--- src/rtl/sp_memory_param.sv ---
// Purpose : parametrised single-port scratch memory with byte-enable writes, registered read and a one-word-per-cycle clear engine.
// Latency : reads return rd_data/rd_valid one cycle after the sampling edge; writes land on the sampling edge.
// Backpr. : no flow control; while busy=1 every access is silently dropped, and err flags out-of-range addresses.
//
// Ports:
//   clk       - single clock, all logic on the rising edge
//   rst       - asynchronous, active-high reset; restarts the clear engine at index 0
//   sel, wr   - access request for this cycle; wr=1 write, wr=0 read
//   address   - word address; values >= DEPTH are rejected with an err pulse
//   wr_data   - write data
//   wr_be     - byte enables; bit k covers wr_data[8k+7:8k]
//   clear     - one-cycle request to zero the whole array (wins over a same-cycle access)
//   rd_data   - registered read data; holds its value between reads
//   rd_valid  - one-cycle strobe qualifying rd_data
//   busy      - clear engine running
//   err       - one-cycle strobe for an out-of-range access
//
// DATA_W must be a multiple of 8 and 2**ADDR_W must be >= DEPTH.
module sp_memory_param #(
    parameter int DATA_W = 16,
    parameter int DEPTH  = 4,
    parameter int ADDR_W = 2
) (
    input  logic                  clk,
    input  logic                  rst,
    input  logic                  sel,
    input  logic                  wr,
    input  logic [ADDR_W-1:0]     address,
    input  logic [DATA_W-1:0]     wr_data,
    input  logic [DATA_W/8-1:0]   wr_be,
    input  logic                  clear,
    output logic [DATA_W-1:0]     rd_data,
    output logic                  rd_valid,
    output logic                  busy,
    output logic                  err
);

    localparam int NB = DATA_W / 8;

    localparam logic [0:0] ST_IDLE  = 1'b0;
    localparam logic [0:0] ST_CLEAR = 1'b1;

    // Depth widened by one bit so DEPTH == 2**ADDR_W is still representable.
    localparam logic [ADDR_W:0]   DEPTH_X  = (ADDR_W + 1)'(DEPTH);
    localparam logic [ADDR_W-1:0] LAST_IDX = ADDR_W'(DEPTH - 1);

    logic [0:0]        state;
    logic [ADDR_W-1:0] ptr;

    // Storage has no reset; only the clear engine zeroes it.
    logic [DATA_W-1:0] mem [DEPTH];

    logic              in_range;
    logic              accept;
    logic              do_write;
    logic              do_read;

    logic              mem_we;
    logic [ADDR_W-1:0] mem_wa;
    logic [DATA_W-1:0] mem_wd;
    logic [NB-1:0]     mem_wbe;

    assign in_range = ({1'b0, address} < DEPTH_X);

    // A same-cycle clear request takes priority and drops the access.
    assign accept   = (state == ST_IDLE) && sel && !clear;
    assign do_write = accept &&  wr && in_range;
    assign do_read  = accept && !wr && in_range;

    assign busy     = (state == ST_CLEAR);

    // Single write port shared by the clear engine and user writes. While
    // rst is held the engine keeps zeroing mem[0]; that is harmless because
    // the full sweep restarts from index 0 after release.
    always_comb begin
        mem_we  = 1'b0;
        mem_wa  = address;
        mem_wd  = wr_data;
        mem_wbe = wr_be;
        if (state == ST_CLEAR) begin
            mem_we  = 1'b1;
            mem_wa  = ptr;
            mem_wd  = '0;
            mem_wbe = '1;
        end else if (do_write) begin
            mem_we  = 1'b1;
        end
    end

    always_ff @(posedge clk) begin
        if (mem_we) begin
            for (int b = 0; b < NB; b++) begin
                if (mem_wbe[b]) begin
                    mem[mem_wa][8*b +: 8] <= mem_wd[8*b +: 8];
                end
            end
        end
    end

    // Control FSM, read register and status strobes.
    always_ff @(posedge clk or posedge rst) begin
        if (rst) begin
            state    <= ST_CLEAR;
            ptr      <= '0;
            rd_data  <= '0;
            rd_valid <= 1'b0;
            err      <= 1'b0;
        end else begin
            rd_valid <= do_read;
            err      <= accept && !in_range;

            if (do_read) begin
                rd_data <= mem[address];
            end

            if (clear) begin
                // Restart the sweep from index 0, whether idle or mid-clear.
                state <= ST_CLEAR;
                ptr   <= '0;
            end else if (state == ST_CLEAR) begin
                if (ptr == LAST_IDX) begin
                    state <= ST_IDLE;
                    ptr   <= '0;
                end else begin
                    ptr   <= ptr + ADDR_W'(1);
                end
            end
        end
    end

endmodule
--- config.mk ---
export PLATFORM = sky130hd
export DESIGN_NAME = sp_memory_param
export DESIGN_NICKNAME = d
export VERILOG_FILES = /design/src/rtl/sp_memory_param.sv
export SDC_FILE = /design/constraint.sdc
export NUM_CORES = 1
export LEC_CHECK = 0
export ABC_AREA = 1
export ABC_CLOCK_PERIOD_IN_PS = 2800
export BUFFER_PORTS_ARGS = -buffer_cell sky130_fd_sc_hd__clkbuf_2
export CORE_MARGIN = 1.5
export CORE_UTILIZATION = 30
export CTS_CLUSTER_DIAMETER = 80
export DETAILED_ROUTE_END_ITERATION = 16
export PLACE_DENSITY = 0.48
export SYNTH_ARGS = -nofsm -noshare
export SYNTH_HDL_FRONTEND = slang
export SYNTH_SLANG_ARGS = --single-unit
--- constraint.sdc ---
create_clock -name clk -period 2.8 [get_ports clk]
set_clock_uncertainty 0.15 [all_clocks]
set_input_delay 0.28 -clock clk [delete_from_list [all_inputs] [get_ports clk]]
set_output_delay 0.28 -clock clk [all_outputs]
set_load 0.005 [all_outputs]
# After elaboration in Yosys (flattened, before gate mapping)

Memory sizes are Yosys's and may differ from the RTL's. A register that Yosys moved wholly into a read port is not among the register bits.
Cells that the tools add are included.

Logic and storage cells: 31
Memory bits (writable): 64
Memories: 1
Output and inout bits: 19
Register bits after elaboration: 4

Memories:

| memory | depth | width | rd ports | clocked after memory_dff | write ports | RTL line | source |
|---|---|---|---|---|---|---|---|
| mem    | 4     | 16    | 1        | 1                        | 1           | 51       | `logic [DATA_W-1:0] mem [DEPTH];` |

Bitwise gates (word level): 1
Equal/unequal tests: 1
Mux-type cells: 17
Reductions and logical operators: 7
Add/subtract/negate cells: 1

Operators with widths:

| operator                                     | number |
|---|---|
| two-way mux 16 bit                           | 1 |
| two-way mux 1 bit                            | 11 |
| two-way mux 2 bit                            | 5 |
| logical AND 1 bit                            | 4 |
| adder 2 x 1 -> 2 bit (second input constant) | 1 |
| equality test 2 bit (second input constant)  | 1 |
| logical NOT 1 bit                            | 2 |
| nonzero test 2 bit                           | 1 |
| NOT 1 bit                                    | 1 |

# Longest topological paths before layout

Gate-level depths: netlist of the first run.

Depth in word-level cells: 8
Depth in mapped cells: 8

# Worst setup path before layout of the first run

OpenSTA, ideal clock, no wires.

Path type: reg2reg
Start point: register state (netlist: busy)
End point: memory mem[0][0], enable pin
Required time: 2275 ps
Slack: 844 ps
Period minus slack after synthesis: 1956 ps
Setup time: 375 ps
Data arrival time: 1430 ps
Cell stages (with the launch flop): 6
Path through: dfstp_2 buf_4 nor2_1 nor2_1 nand2_1 a21oi_1

Word-level cells in the longest chain between the ends: 8
Elaborated cells between the ends (all ways): 11
Those cells by class: mux (7); bitwise (1); reduce/logical (3)

Ends and longest elaborated chain:

| item                                    | RTL line | source |
|---|---|---|
| start, declared                         | 47       | `logic [0:0] state;` |
| start signal, assigned                  | 103      | `state <= ST_CLEAR;` |
| start signal, assigned                  | 118      | `state <= ST_CLEAR;` |
| start signal, assigned                  | 122      | `state <= ST_IDLE;` |
| NOT 1 bit                               | 66       | `assign accept = (state == ST_IDLE) && sel && !clear;` |
| logical AND 1 bit (2 in series)         | 66       |  |
| logical AND 1 bit                       | 67       | `assign do_write = accept && wr && in_range;` |
| two-way mux 1 bit                       | 85       | `end else if (do_write) begin` |
| two-way mux 1 bit                       | 80       | `if (state == ST_CLEAR) begin` |
| two-way mux 1 bit                       | 91       | `if (mem_we) begin` |
| two-way mux 1 bit (not written as such) | 94       | `mem[mem_wa][8*b +: 8] <= mem_wd[8*b +: 8];` |
| end, declared                           | 51       |  |

Several ways; a longest one is shown, not always the timed one.

# Worst setup path after layout of the first run

Start point: register state (netlist: busy)
End point: memory mem[2][6], enable pin

The elaborated chain is that of the path after synthesis.

==> results_dict.tcl, run 1 <==
set metrics [dict create \
    outcome "complete, no violations" \
    p_switching_mw 0.984 \
    ir_worst_vdd_v 0.000262 \
    setup_ws_ps 603 \
    p_leak_nw 2.25 \
    initial_utilization_pct 30.9 \
    rows 40 \
    min_period_over_period_pct 78.5 \
    synthAdderAreaFrac_pct 0.336 \
    layout_common_cells "nand2_1, inv_1, edfxtp_1" \
    cts_tree "built" \
    cp_data_required_time_ps 2620 \
    antenna_found_initial 0 \
    intPower_mw 3.00 \
    avgRoutedWirePerCell_um 13.2 \
    via_per_inst 4.14 \
    critPathCaptureType "flop" \
    port_buffers 42 \
    yosys_warnings 0 \
    yosysSeqAreaShare_pct 65.0 \
    cts.clk_slew.worst_paths_ps 60 \
    maxSlewHeadroom_pct 39.2 \
    coreArea_um2 12100 \
    grt_pass1_vias 2556 \
    drt_iter0_drc 120 \
    fmax_mhz 455 \
    cts_sinks 84 \
    die_h_um 114 \
    tns_ps 0 \
    busiest_layer "met2" \
    maxCapViolCount 0 \
    netlist_instances 397 \
    min_period_ps 2200 \
    grt_use_met2_pct 20.5 \
    grtUsageMet1_pct 20.3 \
    nFillCells 1218 \
    dr.pass1.iters 4 \
    numCtsBuffers 9 \
    hp-class "in2reg" \
    syn_area_per_cell_um2 9.39 \
    place.gp.congestion 0.762 \
    tightest_slew_ps 911 \
    die_x_um 114 \
    grt_max_degree 34 \
    die_area_um2 13100 \
    vias 2561 \
    p_comb_share_pct 16.5 \
    drc_errors 0 \
    post-route-util_pct 37.6 \
    critical_path_class "reg2reg" \
    place.detailed.hpwl_mm 5.67 \
    synth-seq-cells 84 \
    cts-root-buf "clkbuf_16" \
    io_pins 44 \
    synthXorXnorAreaFrac_pct 0 \
    hold_ws_ps 88.7 \
    pwr-share-clk_pct 38.4 \
    final_max_slew_viol_count 0 \
    critPathLaunchType "flop" \
    drtAntennaViolNets 0 \
    drive_gt1_share_pct 16.4 \
    synth_simple_gate_area_share_pct 21.6 \
    synth_top_family_by_area "simple AND/OR/NAND/NOR gates" \
    p_per_area_nw_per_um2 878 \
    synth_compound_area_share_pct 1.75 \
    finalSetupViolCount 0 \
    ctsLongestPathBuffers 2 \
    clock_latency_ps 340 \
    seqPwrFrac_pct 45.1 \
    critPathMaxFanout 16 \
    area_delta_synth_final_pct 21.8 \
    antenna_cells 0 \
    synth_cell_types 22 \
    grt_pass1_wl_mm 13.4 \
    switching_share_pct 24.7 \
    final_common_cell "nand2_1" \
    place_ws_ps 607 \
    rsz0062_at_grt "no" \
    grt.total_usage_pct 14.3 \
    netlist_area_um2 3730 \
    syn_nets 423 \
    wl_mm 8.19 \
    synthMuxAreaShare_pct 0 \
    critPathArrivalTime_ps 2020 \
    fin_nets 472 \
    met3_usage_pct 3.12 \
    grt_overflow_total 0 \
    hold_viol 0 \
    htreeDepth 3 \
]
==> metal layers <==
layer / routed length (um) / up-vias
li1: - / 1313
met4: 202 / 0
met3: 398 / 13
met1: 4230 / 1170
met5: 0 / -
met2: 3360 / 65
==> state kept, by name, indices dropped and copies added (netlist names) <==
| name | cells |
|---|---|
| ptr | 2 |
| mem | 64 |
| rd_data | 16 |
| rd_valid | 1 |
| busy | 1 |
==> cells by family after synthesis <==
kind of cell               after synthesis
adders and majority gates                1
AOI/OAI and AO/OA                       13
buffers and inverters                  103
DFF                                     84
other                                    1
and+or+nand+nor                        195
==> cell usage after synthesis <==
| master | n | area (um^2) |
|---|---|---|
| nor2_8 | 1 | 20.0 |
| nand2_1 | 137 | 514 |
| clkinv_1 | 1 | 3.75 |
| ha_1 | 1 | 12.5 |
| dfrtp_1 | 19 | 475 |
| buf_6 | 1 | 11.3 |
| clkbuf_1 | 3 | 11.3 |
| nand3_1 | 33 | 165 |
| o21ai_0 | 4 | 20.0 |
| o21ai_1 | 1 | 5.00 |
| edfxtp_1 | 64 | 1920 |
| nor2_4 | 1 | 11.3 |
| nand2_2 | 1 | 6.26 |
| inv_2 | 2 | 7.51 |
| inv_1 | 84 | 315 |
| buf_4 | 3 | 22.5 |
| nor2_1 | 20 | 75.1 |
| nand4_1 | 2 | 12.5 |
| a21oi_1 | 8 | 40.0 |
| buf_2 | 9 | 45.0 |
| dfstp_2 | 1 | 26.3 |
| conb_1 | 1 | 3.75 |
==> repair_timing <==
action,4_1_cts,5_1_grt
hold endpoints to repair,8,0
hold buffers,1,0
buffers inserted,0,0
gates resized for setup,0,0
==> final cells by class <==
| class | count | area [um^2] | area share (%) |
|---|---|---|---|
| clock buffer | 9 | 225 | 4.96 |
| timing repair buffer | 54 | 303 | 6.67 |
| sequential | 84 | 2420 | 53.4 |
| tap | 168 | 210 | 4.63 |
| inverter | 87 | 327 | 7.20 |
| clock inverter | 7 | 163 | 3.59 |
| multi-input combinational | 210 | 886 | 19.5 |
==> path summary, 6_finish.rpt <==
check,startpoint,endpoint,slack [ps],cells past startpoint
min in group asynchronous,rst,rd_data[12],520,3
max in group asynchronous,rst,ptr[0],1420,3
max reg2reg,busy,mem[2][6],600,2
min,clear,ptr[1],90,4
min reg2reg,rd_data[9],rd_data[9],330,2
max,busy,mem[2][6],600,2
==> critical path, cell delays in order, from the launching register on <==
cell     delay [ps]
dfstp_2         740
inv_1           240
a21oi_1         690
==> stage by stage <==
step	std cells	power (mW)	cell area, um^2
2_1_floorplan	397	2.21	3730
3_3_place_gp	602	2.48	4140
3_5_place_dp	602	2.49	4140
4_1_cts	619	4.02	4540
5_1_grt	619	4.20	4540
6_report	619	3.98	4540
==> power groups by stage <==
stage                     Sequential, mW  Combinational, mW  Clock [mW]
after floorplan                     1.81              0.397           0
after detailed placement            1.82              0.669           0
after CTS                           1.80              0.673        1.55
after global routing                1.84              0.763        1.60
final                               1.80              0.658        1.53
after global placement              1.82              0.663           0
(Power assumes the default switching activity.)
==> run 2, diff against run 1 <==
--- a/config.mk
+++ b/config.mk
@@ -6,7 +6,7 @@
 export NUM_CORES = 1
 export LEC_CHECK = 0
 export ABC_AREA = 1
-export ABC_CLOCK_PERIOD_IN_PS = 2800
+export ABC_CLOCK_PERIOD_IN_PS = 2200
 export BUFFER_PORTS_ARGS = -buffer_cell sky130_fd_sc_hd__clkbuf_2
 export CORE_MARGIN = 1.5
 export CORE_UTILIZATION = 30
==> constraint.sdc (replaced) <==
create_clock -name clk -period 2.2 [get_ports clk]
set_clock_uncertainty 0.15 [all_clocks]
set_input_delay 0.22 -clock clk [delete_from_list [all_inputs] [get_ports clk]]
set_output_delay 0.22 -clock clk [all_outputs]
set_load 0.005 [all_outputs]
==> results_dict.tcl, run 2 (synthesized netlist as in run 1, its figures left out) <==
set metrics [dict create \
    drc_errors 0 \
    port_buffers 42 \
    outcome "complete, no violations" \
    grt_pass1_vias 2454 \
    layout_common_cells "nand2_1, inv_1, edfxtp_1" \
    wl_met2_mm 3.71 \
    clock_latency_ps 340 \
    top_layer "met4" \
    wl_mm 8.02 \
    cts.clk_slew.worst_paths_ps 60 \
    initial_utilization_pct 30.9 \
    via_per_inst 4.12 \
    top_regs "mem: 64 flops, rd_data: 16 flops, ptr: 2 flops" \
    p_per_area_nw_per_um2 1010 \
    dr.pass1.iters 4 \
    cts_tree "built" \
    critical_path_class "reg2reg" \
    met1_length_mm 3.85 \
    min_period_over_period_pct 91.3 \
    drive_gt1_share_pct 16.4 \
    hold_viol 0 \
    cp_cell_sequence "inv_1 > o21ai_0 > nand2_1 > a21oi_1 > buf_4" \
    min_period_ps 2010 \
    grt.total_usage_pct 13.4 \
    critPathLaunchType "flop" \
    die_h_um 114 \
    grt_pass1_wl_mm 12.8 \
    critPathArrivalTime_ps 1900 \
    antenna_found_initial 0 \
    vias 2571 \
    max_stage_delay_ps 650 \
    finalSetupViolCount 0 \
    drtAntennaViolNets 0 \
    route.met3.wl_um 300 \
    coreArea_um2 12100 \
    path_buf_inv 2 \
    io_pins 44 \
    regMostFlops "mem" \
    slowest_stage "dfstp_2" \
    final_common_cell "nand2_1" \
    ir_worst_vdd_v 0.000333 \
    maxCapViolCount 0 \
    rows 40 \
    fin_nets 477 \
    cts-root-buf "clkbuf_16" \
    final_max_slew_viol_count 0 \
    critPathMaxFanout 12 \
    numCtsBuffers 9 \
    cp_top_family "flip-flops" \
    area_delta_synth_final_pct 19.2 \
    grt_overflow_total 0 \
    place.gp.congestion 0.803 \
    largest_reg_flops 64 \
    avgRoutedWirePerCell_um 12.8 \
    rsz0062_at_grt "no" \
    grt_max_degree 33 \
    htreeDepth 3 \
    fmax_mhz 498 \
    cts_sinks 84 \
    critPathCaptureType "flop" \
    ctsLongestPathBuffers 2 \
    tns_ps 0 \
    hp-class "in2reg" \
    die_area_um2 13100 \
    place.detailed.hpwl_mm 5.29 \
    p_leak_nw 2.22 \
    power_mw 4.48 \
    antenna_cells 0 \
    cp_data_required_time_ps 2090 \
    die_x_um 114 \
    drt_iter0_drc 113 \
]
==> run 2: cell types whose count changed in the layout (fill, tap and decap cells not counted) <==
cell | previous run | this run
clkinv_2 | 0 | 2
clkbuf_1 | 0 | 4
clkinv_4 | 1 | 0
bufinv_16 | 5 | 0
buf_4 | 11 | 16
==> run 2: layout make-up <==
type | instances | area [um^2]
clock inverter | 3 | 13.8
tap | 168 | 210
multi-input combinational | 210 | 886
timing repair buffer | 59 | 340
sequential | 84 | 2420
clock buffer | 13 | 240
inverter | 87 | 327
fill | 1211 | 7620
==> run 2: timing repair <==
action,4_1_cts,5_1_grt
setup buffers,0,0
gates resized for setup,0,0
hold endpoints to repair,19,0
hold buffers,1,0
==> run 2: layer usage <==
metal	global-route usage, %	up-vias
met5	0	-
met4	7.08	0
met3	2.38	13
met2	21.2	50
met1	17.5	1182
li1	-	1326
==> run 2: worst paths after layout <==
kind | start | to | slack (ps) | cells past startpoint
worst max-delay path | busy | mem[0][13] | 190 | 5
worst min-delay path | clear | busy | 20 | 3
worst max register to register | busy | mem[0][13] | 190 | 5
worst min register to register | rd_data[14] | rd_data[14] | 330 | 2
max in group asynchronous | rst | busy | 1310 | 4
min in group asynchronous | rst | rd_data[12] | 310 | 4
==> run 2: per-stage QoR <==
stage                     cell area (um^2)  utilization, %  instances  setup WS [ps]  hold WS, ps
after floorplan                       3730               -        397            244         33.1
after global placement                4180            34.6        607            248          116
after detailed placement              4180            34.6        607            206          115
after CTS                             4440            36.8        624            198         20.4
after global routing                  4440            36.8        624           27.2         59.6
final                                 4440            36.8        624            192         22.6
==> run 2: report_power, final <==
part           total, mW  switching (mW)  internal, mW
sequential          2.29           0.129          2.16
combinational      0.862           0.531         0.331
clock               1.33           0.570         0.758
==> run 2: worst reg2reg max path, cell delays in order, from the launching register on <==
cell	delay, ps
dfstp_2	650
inv_1	200
o21ai_0	270
nand2_1	100
a21oi_1	130
buf_4	200
==> run 3, diff against run 2 <==
--- a/config.mk
+++ b/config.mk
@@ -8,11 +8,13 @@
 export ABC_AREA = 1
 export ABC_CLOCK_PERIOD_IN_PS = 2200
 export BUFFER_PORTS_ARGS = -buffer_cell sky130_fd_sc_hd__clkbuf_2
+export CELL_PAD_IN_SITES_DETAIL_PLACEMENT = 0
+export CELL_PAD_IN_SITES_GLOBAL_PLACEMENT = 1
 export CORE_MARGIN = 1.5
 export CORE_UTILIZATION = 30
 export CTS_CLUSTER_DIAMETER = 80
 export DETAILED_ROUTE_END_ITERATION = 16
-export PLACE_DENSITY = 0.48
+export PLACE_DENSITY = 0.58
 export SYNTH_ARGS = -nofsm -noshare
 export SYNTH_HDL_FRONTEND = slang
 export SYNTH_SLANG_ARGS = --single-unit
==> results_dict.tcl, run 3 (synthesized netlist as in run 1, its figures left out) <==
set metrics [dict create \
    postCtsHoldBufs 1 \
    grt_overflow_total 0 \
    layout_common_cells "nand2_1, inv_1, edfxtp_1" \
    antenna_found_initial 0 \
    min_period_over_period_pct 90.4 \
    hold_viol 0 \
    top_regs "mem: 64 flops, rd_data: 16 flops, ptr: 2 flops" \
    drtAntennaViolNets 0 \
    fmax_mhz 503 \
    port_buffers 42 \
    min_period_ps 1990 \
    grt_max_degree 33 \
    clock_latency_ps 330 \
    p_per_area_nw_per_um2 1040 \
    nFillCells 1214 \
    cts_tree "built" \
    io_pins 44 \
    maxCapViolCount 0 \
    drc_errors 0 \
    seq_area_um2 2420 \
    critPathArrivalTime_ps 1870 \
    drive_gt1_share_pct 17.1 \
    rows 40 \
    final_common_cell "nand2_1" \
    grt_pass1_vias 2374 \
    critPathMaxFanout 12 \
    critical_path_class "reg2reg" \
    cts_resized 0 \
    ir_worst_vdd_v 0.000375 \
    vias 2509 \
    p_leak_nw 2.24 \
    wl_mm 7.94 \
    switching_share_pct 26.5 \
    coreArea_um2 12100 \
    die_h_um 114 \
    slowest_stage "dfstp_2" \
    regMostFlops "mem" \
    max_stage_delay_ps 640 \
    cts.clk_slew.worst_paths_ps 60 \
    avgRoutedWirePerCell_um 12.7 \
    p_comb_share_pct 18.3 \
    antenna_cells 0 \
    hp-class "in2reg" \
    cts_setup_buffers 0 \
    intPower_mw 3.43 \
    pwr-share-clk_pct 32.3 \
    area_delta_synth_final_pct 20.3 \
    initial_utilization_pct 30.9 \
    dpl.cell_count 606 \
    die_area_um2 13100 \
    htreeDepth 3 \
    place.detailed.hpwl_mm 5.75 \
    cp_cell_sequence "inv_1 > o21ai_0 > nand2_1 > a21oi_1 > buf_4" \
    dr.pass1.iters 4 \
    multi_input_area_um2 886 \
    grt_pass1_wl_mm 13.1 \
    numCtsBuffers 9 \
    place.gp.congestion 0.767 \
    largest_reg_flops 64 \
    cts-root-buf "clkbuf_16" \
    ctsLongestPathBuffers 2 \
    final_max_slew_viol_count 0 \
    outcome "complete, no violations" \
    via_per_inst 4.03 \
    die_x_um 114 \
    grt.total_usage_pct 13.4 \
    fin_nets 476 \
    critPathCaptureType "flop" \
    tns_ps 0 \
    r2r_slack_ps 210 \
    cts_sinks 84 \
    seqPwrFrac_pct 49.3 \
    cp_data_required_time_ps 2090 \
    drt_iter0_drc 176 \
    fin_cells 623 \
    p_switching_mw 1.24 \
    finalSetupViolCount 0 \
    critPathLaunchType "flop" \
    rsz0062_at_grt "no" \
]
[run 3: cell types whose count changed in the layout (fill, tap and decap cells not counted)]
cell and delta:
buf_4 -1, bufinv_16 +1, clkbuf_1 -3, clkbuf_8 +2, clkinv_1 -1, clkinv_4 +1
[run 3: path summary, 6_finish.rpt]
path | cells past startpoint | start | end
max in group asynchronous | 4 | rst | busy
min in group asynchronous | 4 | rst | rd_data[11]
hold reg to reg | 2 | rd_data[12] | rd_data[12]
hold / removal | 3 | clear | busy
setup reg to reg | 5 | busy | mem[1][14]
setup / recovery | 5 | busy | mem[1][14]
[run 3: power by group through the flow]
stage               combinational [mW]  clock (mW)  sequential, mW
floorplan                        0.505           0            2.31
global placement                 0.866           0            2.34
detailed placement               0.863           0            2.34
CTS                              0.869        1.55            2.31
global route                     0.988        1.62            2.34
finish                           0.855        1.51            2.30
[run 3: stage by stage]
step                      utilization [%]  hold slack, ps  worst slack, ps  total power, mW  area (um^2)
final                                37.2            27.3              211             4.67         4480
after CTS                            37.2            24.6              234             4.73         4480
after global placement               34.6             105              240             3.21         4170
after global routing                 37.2            39.2             65.7             4.95         4480
after floorplan                         -            33.1              244             2.81         3730
after detailed placement             34.6             104              245             3.20         4170
[run 3: per-layer routing]
layer,global-route usage [%],vias to the layer above,share of wire [%]
met5,0,-,0
met4,4.75,0,1.4
met3,3.39,8,4.1
met2,17.6,54,38
met1,21.1,1126,57
li1,-,1321,-
[run 3: layout make-up]
cell class | instances | area share (%)
Multi-Input combinational cell | 210 | 19.8
Timing Repair Buffer | 58 | 7.42
Clock buffer | 12 | 5.72
Inverter | 87 | 7.28
Sequential cell | 84 | 54.0
Clock inverter | 4 | 1.09
Tap cell | 168 | 4.69
[run 3: worst max-delay path, delay by kind of cell, from the launching register on]
family / cells / cell delay [ps]
and+or+nand+nor: 1 / 110
AOI/OAI and AO/OA: 2 / 410
buffers and inverters: 2 / 390
DFF: 1 / 640
